<file path="config.mk">
export PLATFORM = sky130hd
export DESIGN_NAME = pixel_blitter
export DESIGN_NICKNAME = d
export VERILOG_FILES = /design/src/rtl/blitter_pkg.sv /design/src/rtl/blit_addr_gen.sv /design/src/rtl/pixel_blitter.sv
export SDC_FILE = /design/constraint.sdc
export NUM_CORES = 1
export LEC_CHECK = 0
export ABC_CLOCK_PERIOD_IN_PS = 13700
export CAP_MARGIN = 15
export CORE_AREA = 3 3 222 224
export CTS_BUF_LIST = sky130_fd_sc_hd__clkbuf_8
export DETAILED_ROUTE_END_ITERATION = 8
export DIE_AREA = 0 0 225 227
export PLACE_DENSITY = 0.68
export SLEW_MARGIN = 10
export SYNTH_ARGS = -nofsm -noshare
export SYNTH_HDL_FRONTEND = slang
export SYNTH_SLANG_ARGS = --single-unit
</file>
<file path="constraint.sdc">
create_clock -name clk -period 13.7 [get_ports clk]
set_input_delay 2.055 -clock clk [delete_from_list [all_inputs] [get_ports clk]]
set_output_delay 2.055 -clock clk [all_outputs]
set_load 0.02 [all_outputs]
</file>
<file path="src/rtl/blitter_pkg.sv">
// Shared definitions for the pixel blitter: FSM state encoding, AHB transfer
// codes, the command sync word, flag bit positions in the flags word, and a
// saturating counter helper.
package blitter_pkg;

  typedef enum logic [2:0] {
    S_IDLE  = 3'd0,
    S_SIZE  = 3'd1,
    S_BASE  = 3'd2,
    S_FLAGS = 3'd3,
    S_ADDR  = 3'd4,
    S_DATA  = 3'd5,
    S_EMIT  = 3'd6
  } state_e;

  localparam logic [1:0]  HTRANS_IDLE   = 2'b00;
  localparam logic [1:0]  HTRANS_NONSEQ = 2'b10;

  localparam logic [31:0] SYNC_WORD = 32'hFFFF_FFFF;

  // Bit positions inside the flags word (fourth command word)
  localparam int FLAG_TRANS_BIT  = 0;
  localparam int FLAG_MIRROR_BIT = 1;
  localparam int FLAG_KEY_LSB    = 8;

  // 8-bit increment that sticks at 255
  function automatic logic [7:0] sat_inc8(input logic [7:0] v);
    return (v == 8'hFF) ? v : v + 8'd1;
  endfunction

endpackage

</file>
<file path="src/rtl/blit_addr_gen.sv">
// Combinational source address generator.
// Maps a (row, col) pixel position to the AHB word address holding it and
// the pixel lane inside that word. With mirror set the column is reflected
// (width-1-col) so each row is read right to left.
//   row_i, col_i   : pixel position being requested
//   width_i        : frame width in pixels
//   base_i         : word-aligned source base byte address
//   mirror_i       : horizontal mirror enable
//   addr_o         : word-aligned byte address (32-bit, wraps modulo 2^32)
//   lane_o         : pixel lane within the word, lane 0 = bits [PIX_W-1:0]
module blit_addr_gen
  import blitter_pkg::*;
#(
  parameter  int PIX_W  = 16,
  parameter  int DIM_W  = 16,
  localparam int PPW    = 32 / PIX_W,
  localparam int LANE_W = (PPW > 1) ? $clog2(PPW) : 1
) (
  input  logic [DIM_W-1:0]  row_i,
  input  logic [DIM_W-1:0]  col_i,
  input  logic [DIM_W-1:0]  width_i,
  input  logic [31:0]       base_i,
  input  logic              mirror_i,
  output logic [31:0]       addr_o,
  output logic [LANE_W-1:0] lane_o
);

  localparam int SH = $clog2(PPW);

  logic [DIM_W-1:0]   c_s;
  logic [2*DIM_W-1:0] p_s;
  logic [2*DIM_W-1:0] widx_s;
  logic [31:0]        widx32_s;

  assign c_s      = mirror_i ? (width_i - col_i - DIM_W'(1)) : col_i;
  assign p_s      = ({{DIM_W{1'b0}}, row_i} * {{DIM_W{1'b0}}, width_i})
                  + {{DIM_W{1'b0}}, c_s};
  // PPW is a power of two, so the divide is a plain shift
  assign widx_s   = p_s >> SH;
  assign widx32_s = 32'(widx_s);
  assign addr_o   = base_i + (widx32_s << 2);

  if (PPW > 1) begin : g_lane
    assign lane_o = p_s[LANE_W-1:0];
  end else begin : g_nolane
    assign lane_o = 1'b0;
  end

endmodule

</file>
<file path="src/rtl/pixel_blitter.sv">
// Pixel blitter: pops a four-word command (sync, size, base, flags) from a
// first-word-fall-through FIFO, reads the source rectangle over AHB-Lite one
// word at a time, and pushes {transparent, pixel} entries into a pixel FIFO
// in row-major order (optionally mirrored horizontally).
//   clk, rst        : clock, synchronous active-high reset
//   rdata/rempty/rinc : command FIFO head, empty flag, pop strobe
//   wfull/winc/wdata  : pixel FIFO full flag, push strobe, push data
//   HADDR/HTRANS/HWRITE/HREADY/HRDATA : AHB-Lite read-only master
//   busy            : a frame is being processed
//   frame_done      : one-cycle pulse after the final pixel push
//   sync_err        : saturating count of discarded non-sync words
module pixel_blitter
  import blitter_pkg::*;
#(
  parameter  int PIX_W  = 16,
  parameter  int DIM_W  = 16,
  localparam int PPW    = 32 / PIX_W,
  localparam int LANE_W = (PPW > 1) ? $clog2(PPW) : 1
) (
  input  logic             clk,
  input  logic             rst,
  input  logic [31:0]      rdata,
  input  logic             rempty,
  output logic             rinc,
  input  logic             wfull,
  output logic             winc,
  output logic [PIX_W:0]   wdata,
  output logic [31:0]      HADDR,
  output logic [1:0]       HTRANS,
  output logic             HWRITE,
  input  logic             HREADY,
  input  logic [31:0]      HRDATA,
  output logic             busy,
  output logic             frame_done,
  output logic [7:0]       sync_err
);

  state_e              state_q, state_d;
  logic [DIM_W-1:0]    width_q, width_d, height_q, height_d;
  logic [DIM_W-1:0]    row_q, row_d, col_q, col_d;
  logic [31:0]         base_q, base_d;
  logic                trans_en_q, trans_en_d, mirror_q, mirror_d;
  logic [PIX_W-1:0]    key_q, key_d;
  logic [LANE_W-1:0]   lane_q, lane_d;
  logic [31:0]         buf_q, buf_d, buf_addr_q, buf_addr_d;
  logic                buf_valid_q, buf_valid_d;
  logic [31:0]         haddr_q, haddr_d;
  logic [1:0]          htrans_q, htrans_d;
  logic [PIX_W:0]      wdata_q, wdata_d;
  logic                frame_done_q, frame_done_d;
  logic [7:0]          sync_err_q, sync_err_d;

  logic                pop_s, push_s, last_col_s, last_pix_s;
  logic [DIM_W-1:0]    gen_row_s, gen_col_s;
  logic                gen_mirror_s;
  logic [31:0]         gen_addr_s;
  logic [LANE_W-1:0]   gen_lane_s;

  // Select a lane from a word and tag it when it matches the colour key
  function automatic logic [PIX_W:0] make_px(input logic [31:0]       w,
                                             input logic [LANE_W-1:0] l,
                                             input logic              en,
                                             input logic [PIX_W-1:0]  k);
    logic [PIX_W-1:0] px;
    px = PIX_W'(w >> (PIX_W * int'(l)));
    return {(en && (px == k)), px};
  endfunction

  // Pops are gated by rst so a reset never consumes a command word
  assign pop_s  = !rst && !rempty &&
                  ((state_q == S_IDLE) || (state_q == S_SIZE) ||
                   (state_q == S_BASE) || (state_q == S_FLAGS));
  assign push_s = !rst && (state_q == S_EMIT) && !wfull;

  assign last_col_s = (col_q == (width_q - DIM_W'(1)));
  assign last_pix_s = last_col_s && (row_q == (height_q - DIM_W'(1)));

  assign rinc       = pop_s;
  assign winc       = push_s;
  assign wdata      = wdata_q;
  assign HADDR      = haddr_q;
  assign HTRANS     = htrans_q;
  assign HWRITE     = 1'b0;
  assign busy       = (state_q != S_IDLE);
  assign frame_done = frame_done_q;
  assign sync_err   = sync_err_q;

  // Position of the pixel that will be needed next, fed to the address generator
  always_comb begin
    gen_row_s    = row_q;
    gen_col_s    = col_q;
    gen_mirror_s = mirror_q;
    case (state_q)
      S_FLAGS: begin
        // mirror comes straight from the flags word being popped
        gen_row_s    = {DIM_W{1'b0}};
        gen_col_s    = {DIM_W{1'b0}};
        gen_mirror_s = rdata[FLAG_MIRROR_BIT];
      end
      S_EMIT: begin
        if (last_col_s) begin
          gen_row_s = row_q + DIM_W'(1);
          gen_col_s = {DIM_W{1'b0}};
        end else begin
          gen_row_s = row_q;
          gen_col_s = col_q + DIM_W'(1);
        end
      end
      default: begin
        gen_row_s = row_q;
        gen_col_s = col_q;
      end
    endcase
  end

  blit_addr_gen #(
    .PIX_W (PIX_W),
    .DIM_W (DIM_W)
  ) u_addr_gen (
    .row_i    (gen_row_s),
    .col_i    (gen_col_s),
    .width_i  (width_q),
    .base_i   (base_q),
    .mirror_i (gen_mirror_s),
    .addr_o   (gen_addr_s),
    .lane_o   (gen_lane_s)
  );

  // Next-state and datapath update logic
  always_comb begin
    state_d      = state_q;
    width_d      = width_q;
    height_d     = height_q;
    row_d        = row_q;
    col_d        = col_q;
    base_d       = base_q;
    trans_en_d   = trans_en_q;
    mirror_d     = mirror_q;
    key_d        = key_q;
    lane_d       = lane_q;
    buf_d        = buf_q;
    buf_addr_d   = buf_addr_q;
    buf_valid_d  = buf_valid_q;
    haddr_d      = haddr_q;
    wdata_d      = wdata_q;
    sync_err_d   = sync_err_q;
    frame_done_d = 1'b0;
    case (state_q)
      S_IDLE: begin
        if (pop_s && (rdata == SYNC_WORD)) begin
          state_d = S_SIZE;
        end else if (pop_s) begin
          sync_err_d = sat_inc8(sync_err_q);
        end else begin
          state_d = S_IDLE;
        end
      end
      S_SIZE: begin
        if (pop_s) begin
          width_d  = rdata[DIM_W-1:0];
          height_d = rdata[16 +: DIM_W];
          state_d  = S_BASE;
        end else begin
          state_d = S_SIZE;
        end
      end
      S_BASE: begin
        if (pop_s) begin
          base_d  = {rdata[31:2], 2'b00};
          state_d = S_FLAGS;
        end else begin
          state_d = S_BASE;
        end
      end
      S_FLAGS: begin
        if (pop_s) begin
          trans_en_d = rdata[FLAG_TRANS_BIT];
          mirror_d   = rdata[FLAG_MIRROR_BIT];
          key_d      = PIX_W'(rdata >> FLAG_KEY_LSB);
          row_d      = {DIM_W{1'b0}};
          col_d      = {DIM_W{1'b0}};
          if ((width_q == {DIM_W{1'b0}}) || (height_q == {DIM_W{1'b0}})) begin
            state_d      = S_IDLE;
            frame_done_d = 1'b1;
          end else begin
            // buffer is always invalid at frame start, so fetch
            haddr_d = gen_addr_s;
            lane_d  = gen_lane_s;
            state_d = S_ADDR;
          end
        end else begin
          state_d = S_FLAGS;
        end
      end
      S_ADDR: begin
        state_d = S_DATA;
      end
      S_DATA: begin
        if (HREADY) begin
          buf_d       = HRDATA;
          buf_addr_d  = haddr_q;
          buf_valid_d = 1'b1;
          wdata_d     = make_px(HRDATA, lane_q, trans_en_q, key_q);
          state_d     = S_EMIT;
        end else begin
          state_d = S_DATA;
        end
      end
      S_EMIT: begin
        if (push_s && last_pix_s) begin
          state_d      = S_IDLE;
          frame_done_d = 1'b1;
          buf_valid_d  = 1'b0;
        end else if (push_s) begin
          row_d  = gen_row_s;
          col_d  = gen_col_s;
          lane_d = gen_lane_s;
          if (buf_valid_q && (gen_addr_s == buf_addr_q)) begin
            wdata_d = make_px(buf_q, gen_lane_s, trans_en_q, key_q);
            state_d = S_EMIT;
          end else begin
            haddr_d = gen_addr_s;
            state_d = S_ADDR;
          end
        end else begin
          state_d = S_EMIT;
        end
      end
      default: begin
        state_d = S_IDLE;
      end
    endcase
    // NONSEQ lasts exactly the one S_ADDR cycle
    htrans_d = (state_d == S_ADDR) ? HTRANS_NONSEQ : HTRANS_IDLE;
  end

  // State and datapath registers
  always_ff @(posedge clk) begin
    if (rst) begin
      state_q      <= S_IDLE;
      width_q      <= {DIM_W{1'b0}};
      height_q     <= {DIM_W{1'b0}};
      row_q        <= {DIM_W{1'b0}};
      col_q        <= {DIM_W{1'b0}};
      base_q       <= 32'h0;
      trans_en_q   <= 1'b0;
      mirror_q     <= 1'b0;
      key_q        <= {PIX_W{1'b0}};
      lane_q       <= {LANE_W{1'b0}};
      buf_q        <= 32'h0;
      buf_addr_q   <= 32'h0;
      buf_valid_q  <= 1'b0;
      haddr_q      <= 32'h0;
      htrans_q     <= HTRANS_IDLE;
      wdata_q      <= {(PIX_W+1){1'b0}};
      frame_done_q <= 1'b0;
      sync_err_q   <= 8'h00;
    end else begin
      state_q      <= state_d;
      width_q      <= width_d;
      height_q     <= height_d;
      row_q        <= row_d;
      col_q        <= col_d;
      base_q       <= base_d;
      trans_en_q   <= trans_en_d;
      mirror_q     <= mirror_d;
      key_q        <= key_d;
      lane_q       <= lane_d;
      buf_q        <= buf_d;
      buf_addr_q   <= buf_addr_d;
      buf_valid_q  <= buf_valid_d;
      haddr_q      <= haddr_d;
      htrans_q     <= htrans_d;
      wdata_q      <= wdata_d;
      frame_done_q <= frame_done_d;
      sync_err_q   <= sync_err_d;
    end
  end

endmodule

</file>
==> impl_metrics.toml, run 1 <==
[routing]
drt_wl_total_mm = 73.4
drt.antenna.violating_nets = 0
drt_iter0_markers = 1617
first_pass_iters = 6
dr_total_vias = 21136
drc_errors = 0
wl_per_cell_um = 20.1
routed_via_density = 5.79

[timing]
finalHoldWorstSlack_ns = 0.457
max_freq_ghz = 0.0787
hold_violations = 0
worst_slew_pin_slew_ns = 1.19
slew_viol_final = 0
setup_viol = 0
min_period_ns = 12.71
fin_crit_sh_pct = 92.8
slew_headroom_pct = 20.4
final.setup_skew_ns = 0.0452

[worst_setup_path]
path_class = "register to register"
crit_path_top_delay_cell = "or4_1"
crit_required_ns = 14.20
cp_data_arrival_time_ns = 13.21
cp_max_fo = 12
worst_setup_path_start_kind = "register"
worst_setup_path_end_kind = "register"
cp_slowest_stage_delay_ns = 0.55

[global_route]
grt-ovfl-total = 0
grt_pass1_vias = 20892
grt_max_degree = 87
grt_usage_pct = 28.7
grt_pass1_wl_mm = 115
grt_antenna_before_repair = 1

[placement]
gp_congestion = 0.966
dp.cells = 3561
placed_cell_area_um2 = 25500
port_buffers = 128
hpwl_mm = 56.5

[yosys]
synth_common_cells = "nand2_1, inv_1, dfxtp_1, a21oi_1, fa_1"
yosysWarnings = 0
yosysSeqAreaShare_pct = 20.0
synthCells = 2924
synthDistinctLibCells = 90
synth_top_area_cell = "dfxtp_1"
avgSynthCellArea_um2 = 8.06
yosys.area.top_type_share_pct = 20.0
synth_edf_count = 0
async_flop_share_pct = 0
synth_flop_cell = "dfxtp_1"
synth.ff_latch_count = 236
synth.most_common_cell = "nand2_1"
ys_top_cells_by_area = "dfxtp_1, fa_1, nand2_1"
synth_area_um2 = 23600

[floorplanning]
placementRows = 80
start_util_pct = 49.6
core_um2 = 47500
die_y_um = 227
io_pins = 133
fp.dieW_um = 225
die_area_um2 = 51100

[power]
power.switching_uw = 376
powerDensity_nw_per_um2 = 57.5
p_leak_uw = 0.0111
p_clk_share_pct = 51.1
power_frac_seq_pct = 44.9
sw_frac_of_total_pct = 24.5
combPwrFrac_pct = 4.0
peakVddDrop_uv = 75.8
intPower_uw = 1160

[final_layout]
area_growth_pct = 13.0
fin_area_um2 = 26600
register_area_um2 = 4720
final_util_pct = 56.0
multiInputGateArea_um2 = 17300
final_nets = 3435
antennaDiodeCount = 0
fillCellCount = 4377
drive_gt1_share_pct = 6.62
finalNonFillerCells = 3652

[status]
status = "finished, final reports clean"

[clock_network]
htree_levels = 2
cts_sinks = 236
clock_tree.buffer_depth = 3
cts_tree = "built"
clk-insertion-delay-late_ns = 0.64
cts_root_buf = "clkbuf_8"
clk_pin_slew_ns = 0.06
cts_buffers = 45

[min_path]
hp-class = "register to register"

[flow_run]
cap_violations = 0
==> critical path: cells and delay by family, from the launching register on <==
family / cells / cell delay (ns)
AOI/OAI and AO/OA: 22 / 4.85
adders and majority gates: 8 / 3.34
and+or+nand+nor: 11 / 2.58
buffers and inverters: 7 / 0.77
xor gates and xnor gates: 3 / 0.38
DFF: 1 / 0.31
muxes: 1 / 0.31
==> sequential cells by signal, summed over array words and instances, names as in the netlist <==
| register | cells |
|---|---|
| buf_q | 32 |
| HADDR | 30 |
| base_q | 30 |
| buf_addr_q | 30 |
| wdata | 17 |
| col_q | 16 |
| height_q | 16 |
| key_q | 16 |
| row_q | 16 |
| width_q | 16 |
| sync_err | 8 |
| state_q | 3 |
| HTRANS | 1 |
| buf_valid_q | 1 |
| frame_done | 1 |
| lane_q | 1 |
| mirror_q | 1 |
| trans_en_q | 1 |
==> repair_timing <==
item,in CTS,in global routing
setup buffers,0,10
endpoints found under the setup margin,0,49
gates resized for setup,0,24
hold buffers,0,0
==> metrics by stage <==
step                      setup TNS (ns)  setup WS, ns  power, µW
final                                  0         0.987       1530
after detailed placement               0         0.242        763
after global routing             -0.0682       -0.0234       1580
after CTS                              0        0.0932       1550
after global placement                 0         0.675        763
after floorplan                        0          1.43        724
==> placed cells by master (no fill, tap or decap), types with 66 or more instances in the layout <==
cell	synthesis	layout
fa_1	211	211
xnor2_1	66	66
nand3_1	68	67
xor2_1	66	66
nor2_1	143	143
clkdlybuf4s50_1	0	127
nor2b_1	91	91
buf_4	5	72
o21ai_0	72	69
a21oi_1	223	219
ha_1	152	150
inv_1	272	282
dfxtp_1	236	236
nand2_1	511	511
mux2i_1	76	73
and2_1	113	113
==> cells by family (layout without fill, tap and decap cells) <==
logic type,count (synthesis),in the layout,synth area share [%]
AOI/OAI and AO/OA,506,506,13.3
xor gates and xnor gates,143,143,5.98
adders and majority gates,363,363,26.0
buffers and inverters,447,557,7.32
DFF,236,236,20.0
muxes,87,87,3.80
other,1,4,0.0159
and+or+nand+nor,1141,1141,23.5
==> area by class of cell <==
class,instances,share of cell area [%]
tap,615,2.89
clock buffer,55,2.84
sequential,236,17.7
timing repair buffer,201,6.92
multi-input combinational,2244,64.8
inverter,275,3.88
clock inverter,26,0.944
==> path summary, 6_finish.rpt <==
path	start	to	slack [ns]	cells past startpoint
setup reg to reg	width_q[1]$_SDFFE_PP0P_	HADDR[2]$_SDFFE_PP0P_	0.99	52
hold / removal	buf_q[2]$_SDFFE_PP0P_	buf_q[2]$_SDFFE_PP0P_	0.46	2
hold reg to reg	buf_q[2]$_SDFFE_PP0P_	buf_q[2]$_SDFFE_PP0P_	0.46	2
setup / recovery	width_q[1]$_SDFFE_PP0P_	HADDR[2]$_SDFFE_PP0P_	0.99	52
==> power groups by stage <==
| stage | Sequential (µW) | Clock [µW] | Combinational, µW |
|---|---|---|---|
| after floorplan | 703 | 0 | 21.5 |
| after global placement | 702 | 0 | 60.7 |
| after detailed placement | 702 | 0 | 61.2 |
| after CTS | 687 | 801 | 61.3 |
| after global routing | 687 | 826 | 64.7 |
| final | 687 | 782 | 61.5 |
==> layer usage <==
metal / track usage (%) / vias up / wire [µm] / part of all wire [%]
met5: 0 / - / 0 / 0
met4: 13.6 / 0 / 3780 / 5.2
met3: 5.30 / 182 / 5530 / 7.5
met2: 46.3 / 840 / 33500 / 46
met1: 37.7 / 10259 / 30600 / 42
li1: - / 9855 / - / -
Power figures use the tool's default switching activity.
==> run 2, diff against run 1 <==
--- a/config.mk
+++ b/config.mk
@@ -5,8 +5,8 @@
 export SDC_FILE = /design/constraint.sdc
 export NUM_CORES = 1
 export LEC_CHECK = 0
-export ABC_CLOCK_PERIOD_IN_PS = 13700
-export CAP_MARGIN = 15
+export ABC_CLOCK_PERIOD_IN_PS = 12350
+export CAP_MARGIN = 20
 export CORE_AREA = 3 3 222 224
 export CTS_BUF_LIST = sky130_fd_sc_hd__clkbuf_8
 export DETAILED_ROUTE_END_ITERATION = 8
==> constraint.sdc (replaced) <==
create_clock -name clk -period 12.35 [get_ports clk]
set_input_delay 1.8525 -clock clk [delete_from_list [all_inputs] [get_ports clk]]
set_output_delay 1.8525 -clock clk [all_outputs]
set_load 0.02 [all_outputs]
==> run 2 against run 1 <==
Net effect: routed wire length rose by 2.6%; critical path depth rose by 5; via count rose by 1.1%; non-clock buffer count rose by 43; worst setup slack got worse by 0.32 ns; power rose by 7.0%; global-route usage rose by 0.76 points; critical endpoint is now HADDR[23]$_SDFFE_PP0P_.
==> impl_metrics.toml, run 2 (same netlist as run 1, synthesis figures left out) <==
[status]
status = "finished, final reports clean"

[worst_setup_path]
cp_top_family = "simple AND/OR/NAND/NOR gates"
crit_top_cell = "buf_4"
r2r_end = "HADDR[23]$_SDFFE_PP0P_"
cp_max_fo = 10
cp_slowest_stage_delay_ns = 0.53
worst-path-buf-inv = 12
worst_setup_path_start_kind = "register"
path_class = "register to register"
crit_path_top_delay_cell = "or4_1"
r2r-start = "width_q[0]$_SDFFE_PP0P_"
crit_start = "width_q[0]$_SDFFE_PP0P_"
ff2ff_path_depth = 57
r2r_slack_ns = 0.66
cp_data_arrival_time_ns = 12.22
crit_required_ns = 12.88
worst_setup_path_end_kind = "register"

[power]
power.switching_uw = 405
sw_frac_of_total_pct = 24.7
combPwrFrac_pct = 4.3
peakVddDrop_uv = 101
p_clk_share_pct = 49.1
intPower_uw = 1230
powerDensity_nw_per_um2 = 60.4
power_frac_seq_pct = 46.5
p_leak_uw = 0.0114

[timing]
slew_viol_final = 0
hold_violations = 0
setup_slack_ns = 0.665
min_period_ns = 11.69
final.setup_skew_ns = 0.0381
max_freq_ghz = 0.0856
slew_headroom_pct = 36.7
setup_viol = 0
fin_crit_sh_pct = 94.6
worst_slew_pin_slew_ns = 0.949

[final_layout]
final_nets = 3477
layout_commonest_cell = "nand2_1"
regMostFlops = "buf_q"
finalNonFillerCells = 3685
final_cell_mix = "nand2_1, inv_1, dfxtp_1"
antennaDiodeCount = 0
drive_gt1_share_pct = 8.99
area_growth_pct = 15.1
largest_reg_flops = 32

[floorplanning]
placementRows = 80
start_util_pct = 49.6
die_area_um2 = 51100
die_y_um = 227
io_pins = 133
fp.dieW_um = 225
core_um2 = 47500

[routing]
drc_errors = 0
wl_per_cell_um = 20.4
drt.antenna.violating_nets = 0
first_pass_iters = 7
drt_iter0_markers = 1399
dr_total_vias = 21371
routed_via_density = 5.80
drt_wl_total_mm = 75.3

[clock_network]
clock_tree.buffer_depth = 3
cts_tree = "built"
htree_levels = 2
cts_buffers = 44
clk_pin_slew_ns = 0.05
cts_sinks = 236
clk-insertion-delay-late_ns = 0.63
cts_root_buf = "clkbuf_8"

[global_route]
grt-ovfl-total = 0
grt_usage_pct = 29.5
grt_pass1_vias = 21461
grt_max_degree = 87
grt_antenna_before_repair = 0
grt_pass1_wl_mm = 119

[placement]
pre_cts_slack_ns = -0.197
gp_congestion = 0.911
hpwl_mm = 57.6
port_buffers = 128
dp.cells = 3600

[min_path]
hp-class = "register to register"
min_to = "buf_q[2]$_SDFFE_PP0P_"
hold_path_depth = 2
min-delay-start = "buf_q[2]$_SDFFE_PP0P_"

[flow_run]
cap_violations = 0
[run 2: changes by cell type in the layout (fill, tap and decap cells not counted), moves of 3 or more]
cell | previous run | this run
a21oi_1 | 219 | 208
clkbuf_8 | 55 | 52
buf_4 | 72 | 107
a21oi_2 | 3 | 12
o21ai_1 | 3 | 7
o21ai_2 | 0 | 5
o21ai_0 | 69 | 60
buf_8 | 0 | 3
[run 2: worst max path at each step]
stage | cells after the start | endpoint
2_1_floorplan | 54 | HADDR[16]$_SDFFE_PP0P_
3_3_place_gp | 54 | wdata[14]$_SDFFE_PP0P_
3_5_place_dp | 54 | wdata[6]$_SDFFE_PP0P_
4_1_cts | 56 | HADDR[23]$_SDFFE_PP0P_
5_1_grt | 59 | HADDR[18]$_SDFFE_PP0P_
6_report | 57 | HADDR[23]$_SDFFE_PP0P_
[run 2: layout make-up]
class,count,area [µm²]
fill,4309,20400
multi-input combinational,2244,17500
sequential,236,4730
timing repair buffer,244,2250
inverter,275,1030
tap,615,769
clock buffer,52,716
clock inverter,19,178
[run 2: stage by stage]
| stage | power, µW | hold slack [ns] | area [µm²] | setup TNS (ns) | util [%] |
|---|---|---|---|---|---|
| finish | 1640 | 0.452 | 27100 | 0 | 57.1 |
| global route | 1690 | 0.472 | 27100 | -0.406 | 57.1 |
| CTS | 1650 | 0.457 | 26700 | 0 | 56.1 |
| detailed placement | 849 | 0.447 | 25800 | -6.82 | 54.2 |
| global placement | 849 | 0.441 | 25800 | 0 | 54.2 |
| floorplan | 803 | 0.436 | 23600 | 0 | - |
[run 2: worst reg2reg max path, delay by kind of cell, from the launching register on]
kind / cells / cell delay, ns
compound gates: 18 / 2.92
flops: 1 / 0.34
buf+inv: 12 / 1.53
fa+ha+maj: 8 / 2.97
xor+xnor: 2 / 0.38
mux: 1 / 0.23
simple gates: 16 / 3.20
[run 2: what timing repair did]
item | in CTS | in global routing
setup buffers | 2 | 7
hold buffers | 0 | 0
cloned | 0 | 1
resized for setup | 8 | 74
pin swaps | 3 | 31
endpoints found under the setup margin | 48 | 49
[run 2: power by group through the flow]
stage | clock [µW] | combinational [µW] | sequential [µW]
after floorplan | 0 | 23.8 | 779
after global placement | 0 | 70.3 | 779
after detailed placement | 0 | 70.5 | 779
after CTS | 821 | 70.6 | 763
after global routing | 854 | 74.2 | 762
final | 805 | 71.2 | 763
[run 2: routing by layer]
layer  up-vias  wire length, µm  GRT usage [%]
met5         -                0              0
met1     10442            31600           38.7
met3       199             4910           4.27
met4         0             3930           13.5
met2       795            34900           48.6
li1       9935                -              -
==> run 3, diff against run 2 <==
--- a/config.mk
+++ b/config.mk
@@ -5,7 +5,7 @@
 export SDC_FILE = /design/constraint.sdc
 export NUM_CORES = 1
 export LEC_CHECK = 0
-export ABC_CLOCK_PERIOD_IN_PS = 12350
+export ABC_CLOCK_PERIOD_IN_PS = 11660
 export CAP_MARGIN = 20
 export CORE_AREA = 3 3 222 224
 export CTS_BUF_LIST = sky130_fd_sc_hd__clkbuf_8
==> constraint.sdc (replaced) <==
create_clock -name clk -period 11.66 [get_ports clk]
set_input_delay 1.749 -clock clk [delete_from_list [all_inputs] [get_ports clk]]
set_output_delay 1.749 -clock clk [all_outputs]
set_load 0.02 [all_outputs]
==> run 3 against run 2 <==
Net effect: die area is the same; worst hold slack gained 0.0036 ns; sequential cell count is the same; routed wire length grew 3.0%.
==> impl_metrics.toml, run 3 (same netlist as run 1, synthesis figures left out) <==
[clock_network]
cts_buffers = 44
cts_hold_buf = 0
clk_pin_slew_ns = 0.06
cts_root_buf = "clkbuf_8"
clock_tree.buffer_depth = 3
cts_tree = "built"
cts_sinks = 236
clk-insertion-delay-late_ns = 0.64
htree_levels = 2

[floorplanning]
die_area_um2 = 51100
start_util_pct = 49.6
placementRows = 80
core_um2 = 47500
io_pins = 133
die_y_um = 227
fp.dieW_um = 225

[timing]
setup_viol = 0
max_freq_ghz = 0.0861
final.setup_skew_ns = 0.0432
tns_ns = 0
finalHoldWorstSlack_ns = 0.456
slew_headroom_pct = 24.2
hold_violations = 0
worst_slew_pin_slew_ns = 1.14
grt_setup_unrepaired = "true"
fin_crit_sh_pct = 99.6
min_period_ns = 11.61
slew_viol_final = 0

[worst_setup_path]
ff2ff_path_depth = 54
r2r_slack_ns = 0.05
worst_setup_path_start_kind = "register"
path_class = "register to register"
crit_required_ns = 12.16
crit_path_top_delay_cell = "fa_2"
cp_data_arrival_time_ns = 12.11
cp_max_fo = 5
cp_slowest_stage_delay_ns = 0.60
path_depth = 54
worst-path-buf-inv = 12
crit_top_cell = "buf_4"
cp_top_family = "simple AND/OR/NAND/NOR gates"
r2r-start = "width_q[1]$_SDFFE_PP0P_"
r2r_end = "HADDR[2]$_SDFFE_PP0P_"
worst_setup_path_end_kind = "register"

[routing]
drt_iter0_markers = 1715
dr_total_vias = 21790
drc_errors = 0
routed_via_density = 5.70
drt_wl_total_mm = 77.6
drt.antenna.violating_nets = 0
wl_per_cell_um = 20.3
first_pass_iters = 5

[power]
p_leak_uw = 0.0121
power_uw = 1790
peakVddDrop_uv = 83.4
combPwrFrac_pct = 4.2
intPower_uw = 1350
sw_frac_of_total_pct = 24.8
power.switching_uw = 444
powerDensity_nw_per_um2 = 62.9
p_clk_share_pct = 50.8
power_frac_seq_pct = 45.0

[global_route]
top_usage_layer = "met2"
met1_usage_pct = 38.7
grt_antenna_before_repair = 0
met2_usage_pct = 49.9
use_met3_pct = 5.93
grt-ovfl-total = 0
grt_pass1_vias = 21871
grt_max_degree = 96
grt_usage_pct = 29.9
grt_pass1_wl_mm = 120

[final_layout]
antennaDiodeCount = 0
fillCellCount = 4266
register_area_um2 = 4730
finalNonFillerCells = 3826
final_cell_mix = "nand2_1, inv_1, dfxtp_1"
drive_gt1_share_pct = 13.8
largest_reg_flops = 32
area_growth_pct = 20.9
layout_commonest_cell = "nand2_1"
multiInputGateArea_um2 = 17700
final_util_pct = 60.0
final_nets = 3609
regMostFlops = "buf_q"

[status]
status = "finished, final reports clean"

[min_path]
hold_path_depth = 2
hp-class = "register to register"
min-delay-start = "base_q[2]$_SDFFE_PP0P_"
min_to = "base_q[2]$_SDFFE_PP0P_"

[placement]
port_buffers = 128
dp.cells = 3715
hpwl_mm = 58.8
gp_congestion = 0.977

[flow_run]
cap_violations = 0
## run 3: cell types whose count changed in the layout (fill, tap and decap cells not counted), sizes merged
| cell | change |
|---|---|
| clkinv | -3 |
| bufinv | +1 |
| clkbuf | +5 |
| inv | +7 |
| clkinvlp | +2 |
| buf | +129 |
## run 3: final cells by class
type	instances	share of cell area, %
timing repair buffer	376	11.6
inverter	275	3.64
multi-input combinational	2244	62.0
tap	615	2.70
clock inverter	26	0.882
sequential	236	16.6
clock buffer	54	2.61
## run 3: per-stage QoR
stage	worst slack (ns)	cell area [µm²]
final	0.0480	28500
after global routing	-0.616	28500
after CTS	0.0105	27800
after detailed placement	-0.335	26700
after global placement	-0.0766	26700
after floorplan	0.0302	23600
## run 3: tightest hold or removal path, cell delays in order, from the launching register on
cell and delay, ns:
dfxtp_1 0.31, nand3_1 0.06, nand2_1 0.04
## run 3: worst max path at each step
stage / start / to / slack, ns
after CTS: width_q[1]$_SDFFE_PP0P_ / HADDR[3]$_SDFFE_PP0P_ / 0.01
final: width_q[1]$_SDFFE_PP0P_ / HADDR[2]$_SDFFE_PP0P_ / 0.05
after global routing: width_q[1]$_SDFFE_PP0P_ / HADDR[2]$_SDFFE_PP0P_ / -0.62
after global placement: width_q[0]$_SDFFE_PP0P_ / wdata[7]$_SDFFE_PP0P_ / -0.08
after detailed placement: width_q[1]$_SDFFE_PP0P_ / wdata[9]$_SDFFE_PP0P_ / -0.34
after floorplan: width_q[1]$_SDFFE_PP0P_ / HADDR[16]$_SDFFE_PP0P_ / 0.03
## run 3: layer usage
| layer | vias to the layer above | part of all wire [%] |
|---|---|---|
| li1 | 10211 | - |
| met1 | 10573 | 41 |
| met2 | 827 | 47 |
| met3 | 179 | 7.4 |
| met4 | 0 | 4.6 |
| met5 | - | 0 |
## run 3: power by group through the flow
stage / clock network [µW] / logic, µW / registers (µW)
2_1_floorplan: 0 / 25.2 / 826
3_3_place_gp: 0 / 73.7 / 825
3_5_place_dp: 0 / 74.2 / 825
4_1_cts: 922 / 74.4 / 807
5_1_grt: 965 / 78.8 / 807
6_report: 911 / 75.4 / 808
## run 3: repair_timing
action / CTS / global route
resized for setup: 22 / 92
gates cloned: 0 / 4
pin swaps: 8 / 88
buffers inserted: 4 / 21
endpoints found under the setup margin: 48 / 49
